--- src/rtl/sram_pkg.sv ---
// Shared types and helpers for the SRAM burst master.
package sram_pkg;

    typedef enum logic [1:0] {IDLE, ISSUE, DRAIN} burst_state_e;

    function automatic int unsigned beat_bytes(input int unsigned data_width);
        return data_width / 8;
    endfunction

endpackage

--- src/rtl/sram_outstanding_ctr.sv ---
// Up/down counter of issued-but-unanswered SRAM requests.
module sram_outstanding_ctr #(
    parameter int MAX_OUTSTANDING = 2,
    parameter int CNT_W           = $clog2(MAX_OUTSTANDING + 1)
) (
    input  logic             clk,
    input  logic             rst_n,
    input  logic             inc,
    input  logic             dec,
    output logic [CNT_W-1:0] count,
    output logic             full
);

    always_ff @(posedge clk or negedge rst_n) begin
        if (!rst_n)
            count <= '0;
        else if (inc && !dec)
            count <= count + CNT_W'(1);
        else if (dec && !inc)
            count <= count - CNT_W'(1);
    end

    assign full = (count == CNT_W'(MAX_OUTSTANDING));

    // A response with nothing in flight means the controller broke the protocol.
    a_no_underflow: assert property (@(posedge clk) disable iff (!rst_n) dec |-> (count != '0));
    a_no_overflow:  assert property (@(posedge clk) disable iff (!rst_n) (inc && !dec) |-> !full);

endmodule

--- src/rtl/sram_burst_master.sv ---
// Burst initiator on the SRAM controller request/response handshake.
// Optional stall counter output enabled by SRAM_BURST_MASTER_PERF_EN.
module sram_burst_master
    import sram_pkg::*;
#(
    parameter int ADDR_WIDTH      = 32,
    parameter int DATA_WIDTH      = 32,
    parameter int LEN_WIDTH       = 8,
    parameter int MAX_OUTSTANDING = 2
) (
    input  logic                    clk,
    input  logic                    rst_n,
    input  logic [ADDR_WIDTH-1:0]   cmd_addr,
    input  logic [LEN_WIDTH-1:0]    cmd_len,
    input  logic                    cmd_write,
    input  logic                    cmd_valid,
    output logic                    cmd_ready,
    input  logic [DATA_WIDTH-1:0]   wr_data,
    input  logic [DATA_WIDTH/8-1:0] wr_be,
    input  logic                    wr_valid,
    output logic                    wr_ready,
    output logic [DATA_WIDTH-1:0]   rd_data,
    output logic                    rd_valid,
    input  logic                    rd_ready,
    output logic                    done,
    output logic [ADDR_WIDTH-1:0]   mem_addr,
    output logic [DATA_WIDTH-1:0]   mem_wdata,
    output logic [DATA_WIDTH/8-1:0] mem_wbe,
    output logic                    mem_req_valid,
    input  logic                    mem_req_ready,
    input  logic [DATA_WIDTH-1:0]   mem_rdata,
    input  logic                    mem_resp_valid,
    output logic                    mem_resp_ready
`ifdef SRAM_BURST_MASTER_PERF_EN
    ,
    output logic [31:0]             stall_cycles
`endif
);

    localparam int BEAT  = beat_bytes(DATA_WIDTH);
    localparam int CNT_W = $clog2(MAX_OUTSTANDING + 1);

    burst_state_e          state_q, state_d;
    logic [ADDR_WIDTH-1:0] addr_q;
    logic [LEN_WIDTH-1:0]  rem_q;
    logic                  write_q;
    logic                  done_burst_q, done_zero_q;
    logic [CNT_W-1:0]      outstanding;
    logic                  full;
    logic                  active, cmd_fire, req_fire, resp_fire;

    sram_outstanding_ctr #(
        .MAX_OUTSTANDING(MAX_OUTSTANDING),
        .CNT_W          (CNT_W)
    ) u_ctr (
        .clk  (clk),
        .rst_n(rst_n),
        .inc  (req_fire),
        .dec  (resp_fire),
        .count(outstanding),
        .full (full)
    );

    assign active = (state_q != IDLE);

    // Block acceptance while a completed burst's done is showing.
    assign cmd_ready = (state_q == IDLE) && !done_burst_q;
    assign cmd_fire  = cmd_valid && cmd_ready;

    assign mem_req_valid = (state_q == ISSUE) && !full && (!write_q || wr_valid);
    assign req_fire      = mem_req_valid && mem_req_ready;
    assign mem_addr      = addr_q;
    assign mem_wdata     = wr_data;
    assign mem_wbe       = write_q ? wr_be : '0;
    assign wr_ready      = write_q && req_fire;

    assign mem_resp_ready = active && (write_q || rd_ready);
    assign rd_valid       = active && !write_q && mem_resp_valid;
    assign rd_data        = mem_rdata;
    assign resp_fire      = mem_resp_valid && mem_resp_ready;

    assign done = done_burst_q || done_zero_q;

    always_comb begin
        state_d = state_q;
        case (state_q)
            IDLE:    if (cmd_fire && cmd_len != '0) state_d = ISSUE;
            ISSUE:   if (req_fire && rem_q == LEN_WIDTH'(1)) state_d = DRAIN;
            DRAIN:   if (outstanding == '0) state_d = IDLE;
            default: state_d = IDLE;
        endcase
    end

    always_ff @(posedge clk or negedge rst_n) begin
        if (!rst_n) begin
            state_q      <= IDLE;
            addr_q       <= '0;
            rem_q        <= '0;
            write_q      <= 1'b0;
            done_burst_q <= 1'b0;
            done_zero_q  <= 1'b0;
        end else begin
            state_q      <= state_d;
            done_zero_q  <= cmd_fire && (cmd_len == '0);
            done_burst_q <= (state_q == DRAIN) && (state_d == IDLE);
            if (cmd_fire) begin
                addr_q  <= cmd_addr;
                rem_q   <= cmd_len;
                write_q <= cmd_write;
            end else if (req_fire) begin
                addr_q <= addr_q + ADDR_WIDTH'(BEAT);
                rem_q  <= rem_q - LEN_WIDTH'(1);
            end
        end
    end

`ifdef SRAM_BURST_MASTER_PERF_EN
    // Request stall and read-output stall can coincide; both are counted.
    logic [1:0]  stall_inc;
    logic [32:0] stall_sum;

    assign stall_inc = 2'(mem_req_valid && !mem_req_ready) + 2'(rd_valid && !rd_ready);
    assign stall_sum = {1'b0, stall_cycles} + 33'(stall_inc);

    always_ff @(posedge clk or negedge rst_n) begin
        if (!rst_n)
            stall_cycles <= '0;
        else if (cmd_fire)
            stall_cycles <= '0;
        else if (stall_inc != 2'd0)
            stall_cycles <= stall_sum[32] ? '1 : stall_sum[31:0];
    end
`endif

endmodule

--- config.mk ---
export PLATFORM = sky130hd
export DESIGN_NAME = sram_burst_master
export DESIGN_NICKNAME = d
export VERILOG_FILES = /design/src/rtl/sram_pkg.sv /design/src/rtl/sram_outstanding_ctr.sv /design/src/rtl/sram_burst_master.sv
export SDC_FILE = /design/constraint.sdc
export NUM_CORES = 1
export LEC_CHECK = 0
export CAP_MARGIN = 20
export CORE_UTILIZATION = 39
export DETAILED_ROUTE_END_ITERATION = 8
export PLACE_DENSITY = 0.87
export SETUP_SLACK_MARGIN = 0.5
export SKIP_LAST_GASP = 1
export SYNTH_ARGS = -nofsm -noshare
export SYNTH_HDL_FRONTEND = slang
export SYNTH_SLANG_ARGS = --single-unit
--- constraint.sdc ---
create_clock -name clk -period 3.23 [get_ports clk]
set_clock_uncertainty 0.1 [all_clocks]
set_input_delay 0.646 -clock clk [delete_from_list [all_inputs] [get_ports clk]]
set_output_delay 0.646 -clock clk [all_outputs]
set_load 0.02 [all_outputs]
==> flow_metrics.py <==
metrics = {
    "logic_synthesis": {
        "synth-async-reset-ratio_pct": 100.0,
        "syn_inst": 371,
        "syn_nets": 491,
        "synth_compound_area_share_pct": 12.57,
        "synth_fa_ha_area_share_pct": 1.533,
        "synth_edf_count": 0,
        "synth.area.mux_share_pct": 0.3066,
        "synthFlopType": "dfrtp_1",
        "synth_cell_type_count": 50,
        "ys_ff_latch": 47,
        "synth-seq-area-share_pct": 36.03,
        "syn_area_mm2": 0.003264,
        "yosysWarnings": 0,
        "synth_top_family_by_area": "simple AND/OR/NAND/NOR gates",
        "synth_xor_area_share_pct": 4.293,
        "synth-simple-area-share_pct": 27.98,
        "avgSynthCellArea_um2": 8.799,
    },
    "finish": {
        "final_nets": 521,
        "drive_above_1_share_pct": 7.711,
        "n_fill_cell": 781,
        "syn_to_final_growth_pct": 22.04,
        "final_cells": 507,
        "diodes": 0,
        "final_area_mm2": 0.003984,
    },
    "critical_path": {
        "max_stage_delay_ps": 650,
        "cp-start-kind": "input pin",
        "cpLargestDelayFamily": "buffers and inverters",
        "cpMaxStageDelayCell": "clkdlybuf4s50_1",
        "arrival_ps": 1950,
        "endpoint_kind": "output pin",
        "worst-r2r-cell-count": 6,
        "cp.depth": 4,
        "path_max_fanout": 2,
        "cp_cell_sequence": "clkdlybuf4s50_1, nor2_1, nor2_1, clkdlybuf4s50_1",
        "crit_buf_inv": 2,
        "critical_path_class": "in2out",
        "required_ps": 2480,
    },
    "floorplan": {
        "die_w_um": 93.49,
        "initial_core_util_pct": 39.93,
        "rows": 33,
        "die_h_um": 93.49,
        "io_pins": 222,
        "core_mm2": 0.008175,
        "die_area_mm2": 0.008740,
    },
    "clock_network": {
        "cts_tree": "done",
        "hold_buffers": 0,
        "cts-buffers-inserted": 5,
        "cts_root_buffer": "clkbuf_8",
        "clockBufferDepth": 2,
        "htreeDepth": 2,
        "postCtsSetupRepairBufs": 0,
        "clk_latency_ps": 310,
        "cts.sinks": 47,
        "clk_pin_slew_worst_paths_ps": 90,
    },
    "route": {
        "antenna_left": 0,
        "vias": 2806,
        "vias_per_cell": 5.535,
        "wl_per_cell_um": 16.66,
        "drc": 0,
        "drt-initial-drc-count": 151,
        "routed_wl_um": 8445,
        "dr.pass1.iters": 4,
    },
    "global_routing": {
        "first_global_vias": 2677,
        "antenna_found_initial": 0,
        "grt_pass1_wl_um": 13250,
        "track_usage_pct": 19.66,
        "grt_max_degree": 50,
        "grt-ovfl-total": 0,
    },
    "sta": {
        "timing.final.crit_share_pct": 83.57,
        "min_period_ps": 2699,
        "fmax_mhz": 370.5,
        "maxSlewHeadroom_pct": 58.23,
        "setup_viol": 0,
        "grt_setup_unrepaired": "no",
        "tns_ps": 0,
        "whs_ps": 242.2,
        "hold_violations": 0,
        "worst_slack_ps": 530.7,
        "worstMarginPinSlew_ps": 624.2,
        "slew_violations": 0,
    },
    "status": {
        "status": "completed",
    },
    "placed_design": {
        "placed_area_mm2": 0.003822,
        "place_congestion": 0.8112,
        "pre_cts_ws_ps": 280.1,
        "place_inst": 498,
        "dpl.hpwl_um": 6097,
        "io_buffers": 93,
    },
    "pwr": {
        "ir_drop_mv": 0.3797,
        "powerDensity_mw_per_mm2": 826.7,
        "p_leak_nw": 1.569,
    },
    "worst_hold_path": {
        "hold_path_class": "in2async",
    },
    "job": {
        "cap_violations": 0,
    },
}
-- layout by cell type (no fill, tap or decap), drive strengths merged, types with 3 or more instances in the layout --
cell / Yosys / routed
a31oi: 4 / 4
nand3: 16 / 16
nand2: 54 / 54
a22oi: 3 / 3
xnor2: 5 / 5
inv: 6 / 6
clkbuf: 5 / 6
nor4: 8 / 8
and3: 4 / 4
nor2: 21 / 21
nand2b: 5 / 5
clkdlybuf4s50: 0 / 89
ha: 4 / 4
a21oi: 5 / 5
dfrtp: 47 / 47
nand4: 17 / 17
o21ai: 24 / 24
nor3: 10 / 10
buf: 71 / 7
o211ai: 10 / 10
nor3b: 5 / 5
and2: 7 / 7
a221o: 5 / 5
o311ai: 4 / 4
xor2: 11 / 11
nor2b: 4 / 4
-- path summary, 6_finish.rpt --
kind,from,end,slack [ps]
setup / recovery,rd_ready,mem_resp_ready,530
hold / removal,rst_n,rem_q[3]$_DFFE_PN0N_,240
setup reg to reg,mem_addr[2]$_DFFE_PN0N_,mem_addr[22]$_DFFE_PN0N_,1070
hold reg to reg,mem_addr[1]$_DFFE_PN0P_,mem_addr[1]$_DFFE_PN0P_,400
max in group asynchronous,rst_n,mem_addr[4]$_DFFE_PN0N_,2240
min in group clk,mem_addr[1]$_DFFE_PN0P_,mem_addr[1]$_DFFE_PN0P_,400
-- stage by stage --
stage,util (%),power (mW)
2_1_floorplan,-,2.151
3_3_place_gp,46.76,2.720
3_5_place_dp,46.76,2.786
4_1_cts,48.35,3.305
5_1_grt,48.73,3.497
6_report,48.73,3.293
-- cell usage after synthesis, types with 5 or more instances --
| cell type | n | share of area [%] |
|---|---|---|
| nor4_1 | 5 | 0.96 |
| nor3_1 | 8 | 1.2 |
| and2_1 | 7 | 1.3 |
| xnor2_1 | 5 | 1.3 |
| a21oi_1 | 5 | 0.77 |
| dfrtp_1 | 47 | 36 |
| nand2_1 | 52 | 6.0 |
| nand3_1 | 16 | 2.5 |
| buf_4 | 65 | 15 |
| buf_2 | 6 | 0.92 |
| clkbuf_1 | 5 | 0.57 |
| nor3b_1 | 5 | 1.1 |
| xor2_1 | 11 | 3.0 |
| a221o_1 | 5 | 1.5 |
| inv_1 | 6 | 0.69 |
| o21ai_0 | 16 | 2.5 |
| o211ai_1 | 10 | 2.3 |
| o21ai_1 | 7 | 1.1 |
| nor2_1 | 20 | 2.3 |
| nand4_1 | 13 | 2.5 |
-- where the power goes --
group          leakage (nW)  switching (mW)  total, mW  internal [mW]
Combinational         0.918           0.820       1.57          0.753
Sequential            0.585           0.364       1.20          0.834
Clock                0.0654           0.212      0.522          0.310
-- what timing repair did --
item                                    in CTS  in global routing
endpoints found under the setup margin       2                  2
gates cloned                                 0                  0
resized for setup                            2                  2
-- final cells by class --
cell class              count  area [µm²]  share of cell area (%)
multi-input cells         241        1524                   38.25
flip-flops and latches     47        1176                   29.52
repair buffers             99       992.2                   24.91
well taps                 105       131.4                   3.298
clock buffers               6       72.57                   1.822
clock inverters             2       60.06                   1.508
inverters                   7       27.53                  0.6910
-- routing by layer --
metal | track usage [%] | share of wire [%] | routed length [µm]
met5 | 0 | 0 | 0
met4 | 8.974 | 2.7 | 226
met3 | 4.390 | 7.8 | 659
met2 | 32.66 | 49 | 4110
met1 | 24.23 | 41 | 3449
-- state kept, by name, summed over array words and instances, names as in the netlist --
name and cells:
write_q 1, rem_q 8, state_q 2, mem_addr 32, done_zero_q 1, u_ctr.count 2
done_burst_q 1
-- cells by family (layout without fill, tap and decap cells) --
kind of cell | count (synthesis) | after routing
simple gates | 159 | 159
buf+inv | 83 | 114
compound gates | 61 | 61
mux | 1 | 1
xor+xnor | 16 | 16
fa+ha+maj | 4 | 4
flops | 47 | 47
-- worst register-to-register path, stage by stage (launching register included) --
cell and delay, ps:
dfrtp_1 480, ha_1 280, and3_1 240, nand4_1 230, nor3_2 320, a31oi_1 130, a211o_1 270
Note: power is estimated with default switching activity, not from simulation.
==> patch 1: new RTL, config.mk and constraints unchanged <==
Change the parameter `DATA_WIDTH` from 32 to 16.
--- a/src/rtl/sram_burst_master.sv
+++ b/src/rtl/sram_burst_master.sv
@@ -4,7 +4,7 @@
     import sram_pkg::*;
 #(
     parameter int ADDR_WIDTH      = 32,
-    parameter int DATA_WIDTH      = 32,
+    parameter int DATA_WIDTH      = 16,
     parameter int LEN_WIDTH       = 8,
     parameter int MAX_OUTSTANDING = 2
 ) (
Ports: changed (6 resized); port bits go from 222 to 154. The function was not compared with the original's and may differ.
==> patch 1 against the original RTL <==
Cell count fell by 3.6%. Wire length fell by 10%. Largest cell class unchanged. Area after synthesis fell by 8.7%. First-iteration DRC count fell by 9.3%. Setup slack improved by 88 ps. Sequential cell count did not move. Count of clock-buffer cells in the layout rose by 1. Design area fell by 3.6%. Power fell by 0.29%.
==> patch 1: results <==
export IMPL_final_core_util=0.5240
export IMPL_ys_flop_type="dfrtp_1"
export IMPL_wl_um=7578
export IMPL_place_gp_congestion=0.8171
export IMPL_fin_ws_ps=618.5
export IMPL_status="finished clean"
export IMPL_drt_met1_wl_um=3133
export IMPL_h_tree_depth=2
export IMPL_met1_usage=0.2353
export IMPL_ir_drop_v=0.0003959
export IMPL_wl_met3_um=443
export IMPL_final_nets=475
export IMPL_powerComb_uw=1660
export IMPL_critPathLaunch="wr_valid"
export IMPL_synth_cell_type_count=49
export IMPL_synthCells=332
export IMPL_rr_startpoint="state_q[1]"
export IMPL_synth_compound_area_frac=0.1306
export IMPL_place_port_buffers=89
export IMPL_grt_usage=0.1943
export IMPL_drtIter0Drc=137
export IMPL_yosysSeqAreaShare=0.3948
export IMPL_synth_commonest_cells="nand2_1 (57), dfrtp_1 (47), buf_4 (32), o21ai_0 (23), nor2_1 (19)"
export IMPL_route_met2_wl_um=3860
export IMPL_hpwlAfterDp_um=5561
export IMPL_slew_headroom=0.6200
export IMPL_placed_cell_area_sq_um=3717
export IMPL_grt_pass1_vias=2488
export IMPL_syn_nets=418
export IMPL_yosys_area_share_adder=0.01680
export IMPL_grt_max_degree=48
export IMPL_grt_use_met2=0.3345
export IMPL_highest_signal_layer="met4"
export IMPL_crit_arrival_ps=1870
export IMPL_n_fill_cell=673
export IMPL_dp_cells=480
export IMPL_avgViaCountPerCell=5.389
export IMPL_swShare=0.4415
export IMPL_synth_area_leaders="dfrtp_1 (39%), buf_4 (8.1%), nand2_1 (7.2%)"
export IMPL_muxShareOfSynthArea=0.003360
export IMPL_synth_xor_area_share=0.06174
export IMPL_p_leak_uw=0.001517
export IMPL_slowest_delay_ps=440
export IMPL_place_ws_ps=330.5
export IMPL_grt_pass1_wl_um=11870
export IMPL_wl_per_cell_um=15.50
export IMPL_globalRouteMet3Util=0.04617
export IMPL_p_sw_uw=1450
export IMPL_drive_gt1_frac=0.07949
## patch 1: final timing paths
path / end / cells after the start / slack [ps]
worst max-delay path: wr_ready / 6 / 620
worst min-delay path: mem_addr[4] / 1 / 120
worst max register to register: rem_q[4] / 7 / 1160
worst min register to register: mem_addr[0] / 2 / 380
max in group asynchronous: mem_addr[18] / 2 / 2430
min in group clk: mem_addr[0] / 2 / 380
## patch 1: cell type report
cell class / instances / area share
flip-flops and latches: 47 / 0.3062
multi-input cells: 235 / 0.3834
well taps: 99 / 0.03225
inverters: 5 / 0.005537
clock inverters: 1 / 0.001954
clock buffers: 7 / 0.02508
repair buffers: 95 / 0.2456
## patch 1: worst max-delay path: cells and delay by family
family	cells	cell delay [ps]
buffers and inverters	3	830
and+or+nand+nor	3	380
## patch 1: repair_timing
| item | CTS | global route |
|---|---|---|
| endpoints found under the setup margin | 2 | 1 |
| gates resized for setup | 2 | 1 |
| hold endpoints to repair | 0 | 0 |
| buffers inserted | 0 | 0 |
==> patch 2: new RTL, config.mk and constraints unchanged <==
Made on the original files. The 3 states of `burst_state_e` get a one-hot encoding in 3 bits.
--- a/src/rtl/sram_pkg.sv
+++ b/src/rtl/sram_pkg.sv
@@ -1,7 +1,7 @@
 // Shared types and helpers for the SRAM burst master.
 package sram_pkg;
 
-    typedef enum logic [1:0] {IDLE, ISSUE, DRAIN} burst_state_e;
+    typedef enum logic [2:0] {IDLE = 3'b001, ISSUE = 3'b010, DRAIN = 3'b100} burst_state_e;
 
     function automatic int unsigned beat_bytes(input int unsigned data_width);
         return data_width / 8;
Check against the original RTL: same outputs for any inputs over 4 cycles, from zero or initial values and one cycle with rst_n low; so few cycles prove little.
==> patch 2 against the original RTL <==
Wire length fell by 2.6%. First-iteration DRC count is 33% lower. Fmax grew 2.4%. Critical endpoint unchanged. Design area decreased by 1.5%. Sequential share of layout area up 1.1 points. Sequential cell count grew 1. Setup slack improved by 63 ps. Area after synthesis is 0.57% lower. Power increased by 0.46%.
==> patch 2: results <==
export IMPL_avgViaCountPerCell=5.565
export IMPL_clkTransAtPathRegs_ps=90
export IMPL_wl_met3_um=544
export IMPL_yosysSeqAreaShare=0.3705
export IMPL_final_nets=514
export IMPL_synth_area_leaders="dfrtp_1 (36%), buf_4 (15%), nand2_1 (5.6%)"
export IMPL_synth_commonest_cells="buf_4 (65), nand2_1 (48), dfrtp_1 (47), o21ai_0 (24), nand3_1 (21)"
export IMPL_slowest_delay_ps=620
export IMPL_drt_met1_wl_um=3474
export IMPL_syn_nets=484
export IMPL_placed_cell_area_sq_um=3787
export IMPL_slew_headroom=0.6586
export IMPL_crit_arrival_ps=1890
export IMPL_grt_pass1_wl_um=13410
export IMPL_grt_max_degree=49
export IMPL_grt_pass1_vias=2819
export IMPL_hpwlAfterDp_um=6069
export IMPL_antenna_found_initial=0
export IMPL_drive_gt1_frac=0.07848
export IMPL_ir_drop_v=0.0003404
export IMPL_cts_resized_gates=2
export IMPL_postCtsSetupRepairBufs=0
export IMPL_route_met2_wl_um=3963
export IMPL_grt_usage=0.1926
export IMPL_wl_per_cell_um=16.55
export IMPL_p_leak_uw=0.001625
export IMPL_n_fill_cell=725
export IMPL_drtIter0Drc=101
export IMPL_place_gp_congestion=0.8428
export IMPL_clkLatencyLatePin_ps=290
export IMPL_status="finished clean"
-- patch 2: worst reg2reg max path, stage by stage, from the launching register on --
cell     delay, ps
dfrtp_1        460
and4_1         270
and4_1         530
nand4_4        260
or3_1          420
nand3_1         90
-- patch 2: power breakdown --
group / internal, uW / switching [uW]
clock: 229 / 206
sequential: 877 / 387
combinational: 782 / 828
total: 1890 / 1420
-- patch 2: worst paths after layout --
path | cells after the start | slack, ps | start | endpoint
setup / recovery | 4 | 590 | rd_ready | mem_resp_ready
hold / removal | 1 | 110 | rst_n | rem_q[2]
setup reg to reg | 5 | 1050 | mem_addr[10] | mem_addr[26]
hold reg to reg | 2 | 390 | mem_addr[0] | mem_addr[0]
max in group asynchronous | 2 | 2370 | rst_n | state_q[0]
min in group clk | 2 | 390 | mem_addr[0] | mem_addr[0]
-- patch 2: cells by family after synthesis --
family,share of synthesized area
AOI/OAI and AO/OA,0.1253
xor gates and xnor gates,0.04318
adders and majority gates,0.01542
buffers and inverters,0.1789
DFF,0.3705
muxes,0.003084
and+or+nand+nor,0.2637
-- patch 2: routing by layer --
metal	vias up	GRT usage
li1	1288	-
met5	-	0
met1	1313	0.2359
met3	34	0.04146
met4	0	0.09359
met2	131	0.3205
-- patch 2: final cells by class --
cell class / count / area (sq um) / share of cell area
clock buffers: 5 / 68.82 / 0.01754
flip-flops and latches: 48 / 1202 / 0.3064
inverters: 8 / 30.03 / 0.007653
repair buffers: 99 / 983.4 / 0.2506
multi-input cells: 232 / 1469 / 0.3744
clock inverters: 3 / 42.54 / 0.01084
well taps: 102 / 127.6 / 0.03253
-- patch 2: through the flow --
step	setup slack, ps	cells	util	total power, uW
global route	510.7	497	0.4975	3532
detailed placement	347.8	488	0.4802	2880
floorplan	1085	364	-	2219
CTS	522.3	496	0.4940	3325
global placement	366.5	488	0.4802	2818
finish	594.1	497	0.4975	3309
